File: config.mk
export PLATFORM = sky130hd
export DESIGN_NAME = iob_ethoc_arbiter
export DESIGN_NICKNAME = d
export VERILOG_FILES = /design/src/rtl/iob_ethoc_arb_pkg.sv /design/src/rtl/iob_ethoc_arb_rr.sv /design/src/rtl/iob_ethoc_arbiter.sv
export SDC_FILE = /design/constraint.sdc
export NUM_CORES = 1
export LEC_CHECK = 0
export CORE_ASPECT_RATIO = 2
export CORE_UTILIZATION = 35
export DETAILED_ROUTE_END_ITERATION = 8
export HOLD_SLACK_MARGIN = 0.05
export MAX_ROUTING_LAYER = met4
export PLACE_DENSITY_LB_ADDON = 0.1
export SLEW_MARGIN = 0
export SYNTH_ARGS = -nofsm -noshare
export SYNTH_HDL_FRONTEND = slang
export SYNTH_HIERARCHICAL = 1
export SYNTH_SLANG_ARGS = --single-unit
export TNS_END_PERCENT = 30
File: constraint.sdc
create_clock -name clk_i -period 1.5 [get_ports clk_i]
set_input_delay 0.15 -clock clk_i [delete_from_list [all_inputs] [get_ports clk_i]]
set_output_delay 0.15 -clock clk_i [all_outputs]
set_load 0.03 [all_outputs]
File: src/rtl/iob_ethoc_arb_pkg.sv
// Shared definitions for the iob_ethoc two-requester arbiter:
// FSM state encoding, the data returned on a watchdog abort, and a small
// helper that turns a requester index into a one-hot grant vector.
package iob_ethoc_arb_pkg;

    // Arbiter transaction phases
    typedef enum logic [1:0] {
        IDLE = 2'd0,
        REQ  = 2'd1,
        RESP = 2'd2
    } arb_state_t;

    // Read data handed back when the watchdog aborts a transaction
    localparam logic [31:0] ETHOC_ARB_TIMEOUT_RDATA = 32'hDEAD_BEEF;

    // Requester index (0 = CPU, 1 = DMA engine) to one-hot grant
    function automatic logic [1:0] arb_onehot(input logic idx);
        return idx ? 2'b10 : 2'b01;
    endfunction

endpackage

File: src/rtl/iob_ethoc_arb_rr.sv
// Combinational round-robin selector for two requesters.
// A lone requester always wins; on a tie the requester that did not win
// last time is chosen. Output is the one-hot winner, 00 when nobody asks.
module iob_ethoc_arb_rr
    import iob_ethoc_arb_pkg::*;
(
    input  logic       i_m0_valid,
    input  logic       i_m1_valid,
    input  logic       i_last_grant,
    output logic [1:0] o_winner
);

    // Pick the winner from the current valids and the last grant
    always_comb begin
        o_winner = 2'b00;
        if (i_m0_valid && i_m1_valid) begin
            o_winner = arb_onehot(~i_last_grant);
        end else if (i_m0_valid) begin
            o_winner = 2'b01;
        end else if (i_m1_valid) begin
            o_winner = 2'b10;
        end
    end

endmodule

File: src/rtl/iob_ethoc_arbiter.sv
// Two-requester IOb arbiter in front of the iob_ethoc register/descriptor
// slave port. Requester 0 is the CPU, requester 1 the descriptor/DMA engine.
// One transaction at a time: IDLE picks a winner and registers its request,
// REQ holds it on the slave port until acknowledged, RESP returns a one-cycle
// ready pulse to the winner only.
// Optional feature macro: ETHOC_ARB_TIMEOUT_EN adds a watchdog that aborts a
// transaction after TIMEOUT_CYC cycles in REQ without acknowledge.
module iob_ethoc_arbiter
    import iob_ethoc_arb_pkg::*;
#(
    parameter int ADDR_W      = 16,
    parameter int DATA_W      = 32,
    parameter int TIMEOUT_CYC = 1024
) (
    input  logic                clk_i,
    input  logic                arst_i,

    input  logic                m0_valid_i,
    input  logic [ADDR_W-1:0]   m0_address_i,
    input  logic [DATA_W-1:0]   m0_wdata_i,
    input  logic [DATA_W/8-1:0] m0_wstrb_i,
    output logic [DATA_W-1:0]   m0_rdata_o,
    output logic                m0_ready_o,

    input  logic                m1_valid_i,
    input  logic [ADDR_W-1:0]   m1_address_i,
    input  logic [DATA_W-1:0]   m1_wdata_i,
    input  logic [DATA_W/8-1:0] m1_wstrb_i,
    output logic [DATA_W-1:0]   m1_rdata_o,
    output logic                m1_ready_o,

    output logic                s_valid_o,
    output logic [ADDR_W-1:0]   s_address_o,
    output logic [DATA_W-1:0]   s_wdata_o,
    output logic [DATA_W/8-1:0] s_wstrb_o,
    input  logic [DATA_W-1:0]   s_rdata_i,
    input  logic                s_ready_i,

    output logic [1:0]          grant_o,
    output logic                timeout_o
);

    localparam int STRB_W = DATA_W / 8;

    // State and registered outputs
    arb_state_t          r_state;
    arb_state_t          w_state_next;
    logic                r_s_valid,   w_s_valid_next;
    logic [ADDR_W-1:0]   r_s_address, w_s_address_next;
    logic [DATA_W-1:0]   r_s_wdata,   w_s_wdata_next;
    logic [STRB_W-1:0]   r_s_wstrb,   w_s_wstrb_next;
    logic [DATA_W-1:0]   r_rdata,     w_rdata_next;
    logic                r_m0_ready,  w_m0_ready_next;
    logic                r_m1_ready,  w_m1_ready_next;
    logic [1:0]          r_grant,     w_grant_next;
    logic                r_last_grant, w_last_grant_next;

    // Winner selection and the winner's request payload
    logic [1:0]          w_winner;
    logic [ADDR_W-1:0]   w_sel_address;
    logic [DATA_W-1:0]   w_sel_wdata;
    logic [STRB_W-1:0]   w_sel_wstrb;

`ifdef ETHOC_ARB_TIMEOUT_EN
    localparam int CNT_W = (TIMEOUT_CYC > 1) ? $clog2(TIMEOUT_CYC) : 1;

    logic [CNT_W-1:0]    r_cnt,     w_cnt_next;
    logic                r_timeout, w_timeout_next;
    logic                w_expire;

    // Watchdog limit reached on this REQ cycle
    assign w_expire = (r_cnt == CNT_W'(TIMEOUT_CYC - 1));
`else
    // Watchdog absent: the limit parameter has no effect in this build
    logic                w_unused_cfg;
    assign w_unused_cfg = (TIMEOUT_CYC > 0);
`endif

    iob_ethoc_arb_rr u_rr (
        .i_m0_valid   (m0_valid_i),
        .i_m1_valid   (m1_valid_i),
        .i_last_grant (r_last_grant),
        .o_winner     (w_winner)
    );

    // Requester 1 payload when it wins, otherwise requester 0
    assign w_sel_address = w_winner[1] ? m1_address_i : m0_address_i;
    assign w_sel_wdata   = w_winner[1] ? m1_wdata_i   : m0_wdata_i;
    assign w_sel_wstrb   = w_winner[1] ? m1_wstrb_i   : m0_wstrb_i;

    // Next-state and next-register logic for the transaction FSM
    always_comb begin
        w_state_next      = r_state;
        w_s_valid_next    = r_s_valid;
        w_s_address_next  = r_s_address;
        w_s_wdata_next    = r_s_wdata;
        w_s_wstrb_next    = r_s_wstrb;
        w_rdata_next      = r_rdata;
        w_m0_ready_next   = 1'b0;
        w_m1_ready_next   = 1'b0;
        w_grant_next      = r_grant;
        w_last_grant_next = r_last_grant;
`ifdef ETHOC_ARB_TIMEOUT_EN
        w_cnt_next        = r_cnt;
        w_timeout_next    = 1'b0;
`endif

        case (r_state)
            IDLE: begin
                if (|w_winner) begin
                    w_state_next      = REQ;
                    w_s_valid_next    = 1'b1;
                    w_s_address_next  = w_sel_address;
                    w_s_wdata_next    = w_sel_wdata;
                    w_s_wstrb_next    = w_sel_wstrb;
                    w_grant_next      = w_winner;
                    w_last_grant_next = w_winner[1];
`ifdef ETHOC_ARB_TIMEOUT_EN
                    w_cnt_next        = '0;
`endif
                end
            end

            REQ: begin
                // An acknowledge on the expiry cycle still counts as normal completion
                if (s_ready_i) begin
                    w_state_next    = RESP;
                    w_s_valid_next  = 1'b0;
                    w_rdata_next    = s_rdata_i;
                    w_m0_ready_next = r_grant[0];
                    w_m1_ready_next = r_grant[1];
                end
`ifdef ETHOC_ARB_TIMEOUT_EN
                else if (w_expire) begin
                    w_state_next    = RESP;
                    w_s_valid_next  = 1'b0;
                    w_rdata_next    = DATA_W'(ETHOC_ARB_TIMEOUT_RDATA);
                    w_m0_ready_next = r_grant[0];
                    w_m1_ready_next = r_grant[1];
                    w_timeout_next  = 1'b1;
                end else begin
                    w_cnt_next      = r_cnt + 1'b1;
                end
`endif
            end

            RESP: begin
                // Ready pulse is on the outputs this cycle; release the bus
                w_state_next = IDLE;
                w_grant_next = 2'b00;
            end

            default: begin
                w_state_next   = IDLE;
                w_s_valid_next = 1'b0;
                w_grant_next   = 2'b00;
            end
        endcase
    end

    // FSM state register
    always_ff @(posedge clk_i or negedge arst_i) begin
        if (!arst_i) begin
            r_state <= IDLE;
        end else begin
            r_state <= w_state_next;
        end
    end

    // Forwarded request, response and grant registers
    always_ff @(posedge clk_i or negedge arst_i) begin
        if (!arst_i) begin
            r_s_valid    <= 1'b0;
            r_s_address  <= '0;
            r_s_wdata    <= '0;
            r_s_wstrb    <= '0;
            r_rdata      <= '0;
            r_m0_ready   <= 1'b0;
            r_m1_ready   <= 1'b0;
            r_grant      <= 2'b00;
            r_last_grant <= 1'b1;
        end else begin
            r_s_valid    <= w_s_valid_next;
            r_s_address  <= w_s_address_next;
            r_s_wdata    <= w_s_wdata_next;
            r_s_wstrb    <= w_s_wstrb_next;
            r_rdata      <= w_rdata_next;
            r_m0_ready   <= w_m0_ready_next;
            r_m1_ready   <= w_m1_ready_next;
            r_grant      <= w_grant_next;
            r_last_grant <= w_last_grant_next;
        end
    end

`ifdef ETHOC_ARB_TIMEOUT_EN
    // Watchdog counter and abort pulse
    always_ff @(posedge clk_i or negedge arst_i) begin
        if (!arst_i) begin
            r_cnt     <= '0;
            r_timeout <= 1'b0;
        end else begin
            r_cnt     <= w_cnt_next;
            r_timeout <= w_timeout_next;
        end
    end

    assign timeout_o = r_timeout;
`else
    assign timeout_o = 1'b0;
`endif

    assign s_valid_o   = r_s_valid;
    assign s_address_o = r_s_address;
    assign s_wdata_o   = r_s_wdata;
    assign s_wstrb_o   = r_s_wstrb;
    assign m0_rdata_o  = r_rdata;
    assign m1_rdata_o  = r_rdata;
    assign m0_ready_o  = r_m0_ready;
    assign m1_ready_o  = r_m1_ready;
    assign grant_o     = r_grant;

endmodule

==> results of run 1 <==
layer usage:
metal	GRT usage	up-vias
met5	-	-
met4	0.0732	0
met3	0.0393	16
met2	0.328	145
met1	0.211	1640
li1	-	1515
registers in the layout, summed over array words and instances (netlist names):
signal,cells
grant_o,2
m0_rdata_o,32
m0_ready_o,1
m1_ready_o,1
r_last_grant,1
r_state,2
s_address_o,16
s_valid_o,1
s_wdata_o,32
s_wstrb_o,4
path summary, 6_finish.rpt:
kind | to | slack, ns | depth (start not counted)
max | s_wdata_o[9] | -0.16 | 5
min | s_address_o[13] | 0.28 | 2
max reg2reg | s_wdata_o[9] | -0.16 | 5
min reg2reg | s_valid_o | 0.48 | 1
max in group asynchronous | r_last_grant | 0.64 | 3
min in group clk_i | m0_rdata_o[1] | 0.43 | 2
Yosys cell counts:
cell       number
and2_1          2
nor2_2          1
nor2_1          1
a21boi_0        1
buf_4          33
o21a_1          1
buf_8           1
a21oi_1         1
mux2_4         75
nor3b_1         1
a21o_1          1
buf_12          4
mux2_2         61
dfrtp_1        91
and3b_1         1
conb_1          1
a2bb2oi_1       1
buf_6           6
dfstp_2         1
o21ai_0         2
inv_1           2
or2_1           1
a21boi_1        1
buf_2           5
nand2_1         1
a22o_1          1
nand2b_1        1
power by group through the flow:
stage | registers, µW | clock network [µW] | logic, µW
finish | 4550 | 2090 | 10300
global route | 4740 | 2270 | 10800
CTS | 4570 | 2160 | 10300
detailed placement | 4660 | 0 | 11100
global placement | 4600 | 0 | 11000
floorplan | 6960 | 0 | 4950
placed cells by master, fill, tap and decap left out, drive strengths merged, types with 2 or more instances in the layout:
cell type,count
mux2,136
a21boi,2
dlygate4sd2,121
o21ai,2
clkinvlp,3
buf,25
clkbuf,13
inv,3
and2,2
dfrtp,91
nor2,2
clkdlybuf4s50,139
per-stage QoR:
step | setup slack (ns) | utilization | TNS, ns | hold slack (ns) | instance area (µm²)
2_1_floorplan | -0.0848 | - | -4.08 | -0.146 | 4680
3_3_place_gp | -0.401 | 0.563 | -20.32 | 0.100 | 7310
3_5_place_dp | -0.430 | 0.563 | -22.07 | 0.101 | 7310
4_1_cts | -0.184 | 0.581 | -8.17 | 0.279 | 7550
5_1_grt | -0.243 | 0.588 | -11.35 | 0.296 | 7640
6_report | -0.161 | 0.588 | -7.23 | 0.285 | 7640
cell type report:
class                      instances  area (µm²)
clock buffer                      11         233
clock inverter                     5        36.3
multi-input combinational        155        2000
timing repair buffer             289        2870
sequential                        92        2300
fill                            1138        5360
tap                              152         190
inverter                           2        7.51
what timing repair did:
item,in CTS,in global routing
endpoints found under the hold margin,42,0
setup buffers,4,0
cloned,2,2
setup endpoints to repair,173,53
resized for setup,129,9
pin swaps,1,0
hold buffers,1,0
cell families (layout without fill, tap and decap cells):
group           after synthesis  in the layout
mux                         136            136
flops                        92             92
buf+inv                      51            307
compound gates                9              9
simple gates                  9              9
other cells                   1              1
==> results.json, run 1 <==
{
  "setup_viol": 53,
  "leakage_uw": 0.00352,
  "synthToLayoutAreaGrowth_pct": 63.1,
  "placedCellCount": 681,
  "place_hpwl_um": 9430,
  "wl_per_cell_um": 17.9,
  "gp_congestion": 0.834,
  "clk_latency_ns": 0.34,
  "vias": 3316,
  "antenna_found_initial": 0,
  "final_cells": 706,
  "cp_slowest_stage_delay_ns": 0.57,
  "synth_adder_area_share": 0,
  "n_antenna_cell": 0,
  "wl_met1_um": 4730,
  "avgSynthCellArea_um2": 15.7,
  "core_um2": 13000,
  "synth_compound_area_frac": 0.0134,
  "crit_start": "r_last_grant",
  "violations": "negative setup slack",
  "wl_met2_um": 6930,
  "synth-xor-area-share": 0,
  "period_minus_slack_ns": 1.66,
  "highest_layer": "met4",
  "crit_type": "flip-flop to flip-flop",
  "numPortBuffers": 261,
  "cp_cell_sequence": "inv_2, a21boi_2, o21a_4, bufbuf_16, mux2_4",
  "synth_top_family_by_area": "multiplexers",
  "drc": 0,
  "grt.total_usage": 0.188,
  "cts_tree": "done",
  "dieHeight_um": 166,
  "critPathCaptureType": "flip-flop",
  "p_switching_uw": 7260,
  "grt_pass1_vias": 3535,
  "start_util": 0.360,
  "clock_power_share": 0.123,
  "synth_top_area_frac": 0.487,
  "grt_max_degree": 39,
  "path_max_fanout": 10,
  "ant_nets": 0,
  "cts_inserted_buffers": 9,
  "combPwrFrac": 0.609,
  "wl_met3_um": 691,
  "grt_pass1_wl_um": 19400,
  "status": "finished, violations left",
  "ir_drop_mv": 1.36,
  "power_density_nw_per_um2": 2220,
  "core.rowCount": 59,
  "synth_seq_area_share": 0.492,
  "worst-path-buf-inv": 2,
  "drt-initial-drc-count": 55,
  "fin_crit_sh": 1.11,
  "cts_buffer_depth": 2,
  "rsz0062_at_grt": "true",
  "yosys-top-cells-area": "dfrtp_1, mux2_4, mux2_2",
  "die_area_um2": 13900,
  "seq_power_share": 0.268,
  "hp-class": "input port to asynchronous set/reset pin",
  "cts_sinks": 92,
  "cap_violations": 0,
  "synth_area_um2": 4680,
  "cp_data_arrival_time_ns": 1.88,
  "clockRootBuffer": "clkbuf_16",
  "h-tree-depth": 3,
  "cp.required_ns": 1.72,
  "fin_nets": 690,
  "cp-start-kind": "flip-flop",
  "yosys-mux-area-fraction": 0.387,
  "synth_top_cell_by_area": "dfrtp_1",
  "crit_family": "flip-flops",
  "finalWirelength_um": 12600,
  "netSwitchingFraction": 0.427,
  "clkSlewWorstSetupHoldPaths_ns": 0.07,
  "total_power_uw": 17000,
  "internal_power_uw": 9730,
  "synth_warnings": 6,
  "pin_count": 263,
  "fmax_mhz": 602,
  "grt.overflow.total": 0,
  "first_pass_iters": 4,
  "synthCells": 298,
  "setup_ws_ns": -0.161,
  "synthSimpleGateAreaFrac": 0.0118,
  "fin_skew_ns": 0.00715,
  "drive_gt1_frac": 0.334,
  "synth.distinct_cells": 27,
  "synth_seq_cells": 92,
  "chipWidth_um": 83.8,
  "vias_per_cell": 4.70,
  "finalMaxSlewViolations": 0,
  "syn_nets": 439,
  "rr_startpoint": "r_last_grant",
  "cpMaxStageDelayCell": "dfstp_2",
  "finalHoldViolCount": 0
}
No activity file was read; power rests on OpenSTA's default activity.
==> run 2: changes to the inputs <==
--- a/config.mk
+++ b/config.mk
@@ -6,7 +6,7 @@
 export NUM_CORES = 1
 export LEC_CHECK = 0
 export CORE_ASPECT_RATIO = 2
-export CORE_UTILIZATION = 35
+export CORE_UTILIZATION = 39
 export DETAILED_ROUTE_END_ITERATION = 8
 export HOLD_SLACK_MARGIN = 0.05
 export MAX_ROUTING_LAYER = met4
==> constraint.sdc (replaced) <==
create_clock -name clk_i -period 1.76 [get_ports clk_i]
set_input_delay 0.176 -clock clk_i [delete_from_list [all_inputs] [get_ports clk_i]]
set_output_delay 0.176 -clock clk_i [all_outputs]
set_load 0.03 [all_outputs]
==> run 2 against run 1 <==
Effect of this change:
- the flow now finishes without violations
- sequential power is 13% lower
- register-to-register slack improved by 0.26 ns
- routed wire length shrank 2.5%
- worst hold slack better by 0.024 ns
- global-route usage up 2.1 points
- die area is 10% lower
- via count is 1.1% lower
- flip-flop and latch count unchanged
- total power decreased by 9.4%
- final area fell by 0.39%
- first-iteration DRC count rose by 56%
- critical endpoint is now s_wdata_o[0]
- largest cell class unchanged
==> results.json, run 2 (synthesis results as in run 1) <==
{
  "chipWidth_um": 79.5,
  "postLayoutCellArea_um2": 7610,
  "hp-class": "input port to asynchronous set/reset pin",
  "wl_per_cell_um": 17.9,
  "place_hpwl_um": 9500,
  "power_density_nw_per_um2": 2020,
  "fin_crit_sh": 0.941,
  "grt_pass1_wl_um": 19000,
  "grt.overflow.total": 0,
  "grt.total_usage": 0.209,
  "gp_congestion": 0.785,
  "antenna_found_initial": 0,
  "cp-start-kind": "flip-flop",
  "grt_pass1_vias": 3647,
  "status": "completed",
  "ir_drop_mv": 1.25,
  "num-fill-cells": 896,
  "rsz0062_at_grt": "false",
  "drc": 0,
  "finalMaxSlewViolations": 0,
  "leakage_uw": 0.00323,
  "pin_count": 263,
  "start_util": 0.400,
  "drt-initial-drc-count": 86,
  "cts_sinks": 92,
  "first_pass_iters": 4,
  "cts_buffer_depth": 2,
  "fmax_mhz": 604,
  "clockRootBuffer": "clkbuf_16",
  "clkSlewWorstSetupHoldPaths_ns": 0.07,
  "n_antenna_cell": 0,
  "die_area_um2": 12500,
  "numPortBuffers": 261,
  "synthToLayoutAreaGrowth_pct": 62.5,
  "vias": 3280,
  "cts_inserted_buffers": 9,
  "final_common_cell": "clkdlybuf4s50_1",
  "final_util": 0.650,
  "ant_nets": 0,
  "path_max_fanout": 7,
  "drive_gt1_frac": 0.320,
  "fin_nets": 679,
  "pre_cts_ws_ns": -0.197,
  "period_minus_slack_ns": 1.66,
  "core.rowCount": 56,
  "final_cells": 688,
  "placedCellCount": 671,
  "grt_max_degree": 36,
  "finalWirelength_um": 12300,
  "setup_ws_ns": 0.103,
  "cp_data_arrival_time_ns": 1.87,
  "cp.required_ns": 1.98,
  "core_um2": 11700,
  "fin_skew_ns": 0.00709,
  "crit_type": "flip-flop to flip-flop",
  "mostFrequentLayoutCells": "clkdlybuf4s50_1, dfrtp_1, mux2_4",
  "setup_viol": 0,
  "r2r_cells": 5,
  "dieHeight_um": 157,
  "critPathCaptureType": "flip-flop",
  "timing.hold.ws_ns": 0.309,
  "postPlaceCellArea_um2": 7260,
  "finalHoldViolCount": 0,
  "cts_tree": "done",
  "cap_violations": 0,
  "vias_per_cell": 4.77,
  "h-tree-depth": 3,
  "clk_latency_ns": 0.34
}
[run 2: cell types whose count changed in the layout (fill, tap and decap cells not counted), sizes merged]
cell           change
buf                -8
bufbuf             -1
bufinv             +2
clkbuf             -2
clkdlybuf4s50    +121
clkinv             +1
clkinvlp           -2
dlygate4sd2      -121
inv                -1
[run 2: per-stage QoR]
stage	power, µW	TNS [ns]
after floorplan	10100	0
after detailed placement	13400	-8.82
final	15400	0
after global routing	16100	0
after CTS	15600	0
after global placement	13200	-6.60
[run 2: what timing repair did]
action / in CTS / in global routing
resized for setup: 0 / 1
setup endpoints to repair: 0 / 36
hold endpoints to repair: 24 / 0
setup buffers: 0 / 0
hold buffers: 1 / 0
[run 2: power breakdown]
part / internal [µW] / switching, µW / total, µW
sequential: 3210 / 744 / 3950
combinational: 4760 / 4580 / 9340
clock: 1290 / 814 / 2100
[run 2: layout make-up]
type / count / area (µm²) / share of cell area
inverters: 2 / 7.51 / 0.000987
flip-flops and latches: 92 / 2300 / 0.303
clock buffers: 11 / 243 / 0.0319
repair buffers: 278 / 2830 / 0.372
well taps: 145 / 181 / 0.0239
multi-input cells: 155 / 1960 / 0.257
clock inverters: 5 / 85.1 / 0.0112
[run 2: critical path, cell delays in order, from the launching register on]
cell and delay [ns]:
dfstp_2 0.57, inv_1 0.06, a21boi_2 0.17, o21a_4 0.22, buf_4 0.21, mux2_4 0.31
[run 2: final timing paths]
check                           slack [ns]              to    startpoint
worst max-delay path                  0.10    s_wdata_o[0]  r_last_grant
worst min-delay path                  0.31  m0_rdata_o[20]        arst_i
worst max register to register        0.10    s_wdata_o[0]  r_last_grant
worst min register to register        0.48       s_valid_o     s_valid_o
max in group asynchronous             0.85    r_last_grant        arst_i
min in group clk_i                    0.45   m0_rdata_o[0]  s_rdata_i[0]
[run 2: routing by layer]
metal / wire (µm) / global-route usage / vias to the layer above
met5: 0 / - / -
met1: 4410 / 0.217 / 1599
met4: 475 / 0.103 / 0
li1: - / - / 1487
met2: 6570 / 0.364 / 166
met3: 850 / 0.0481 / 28
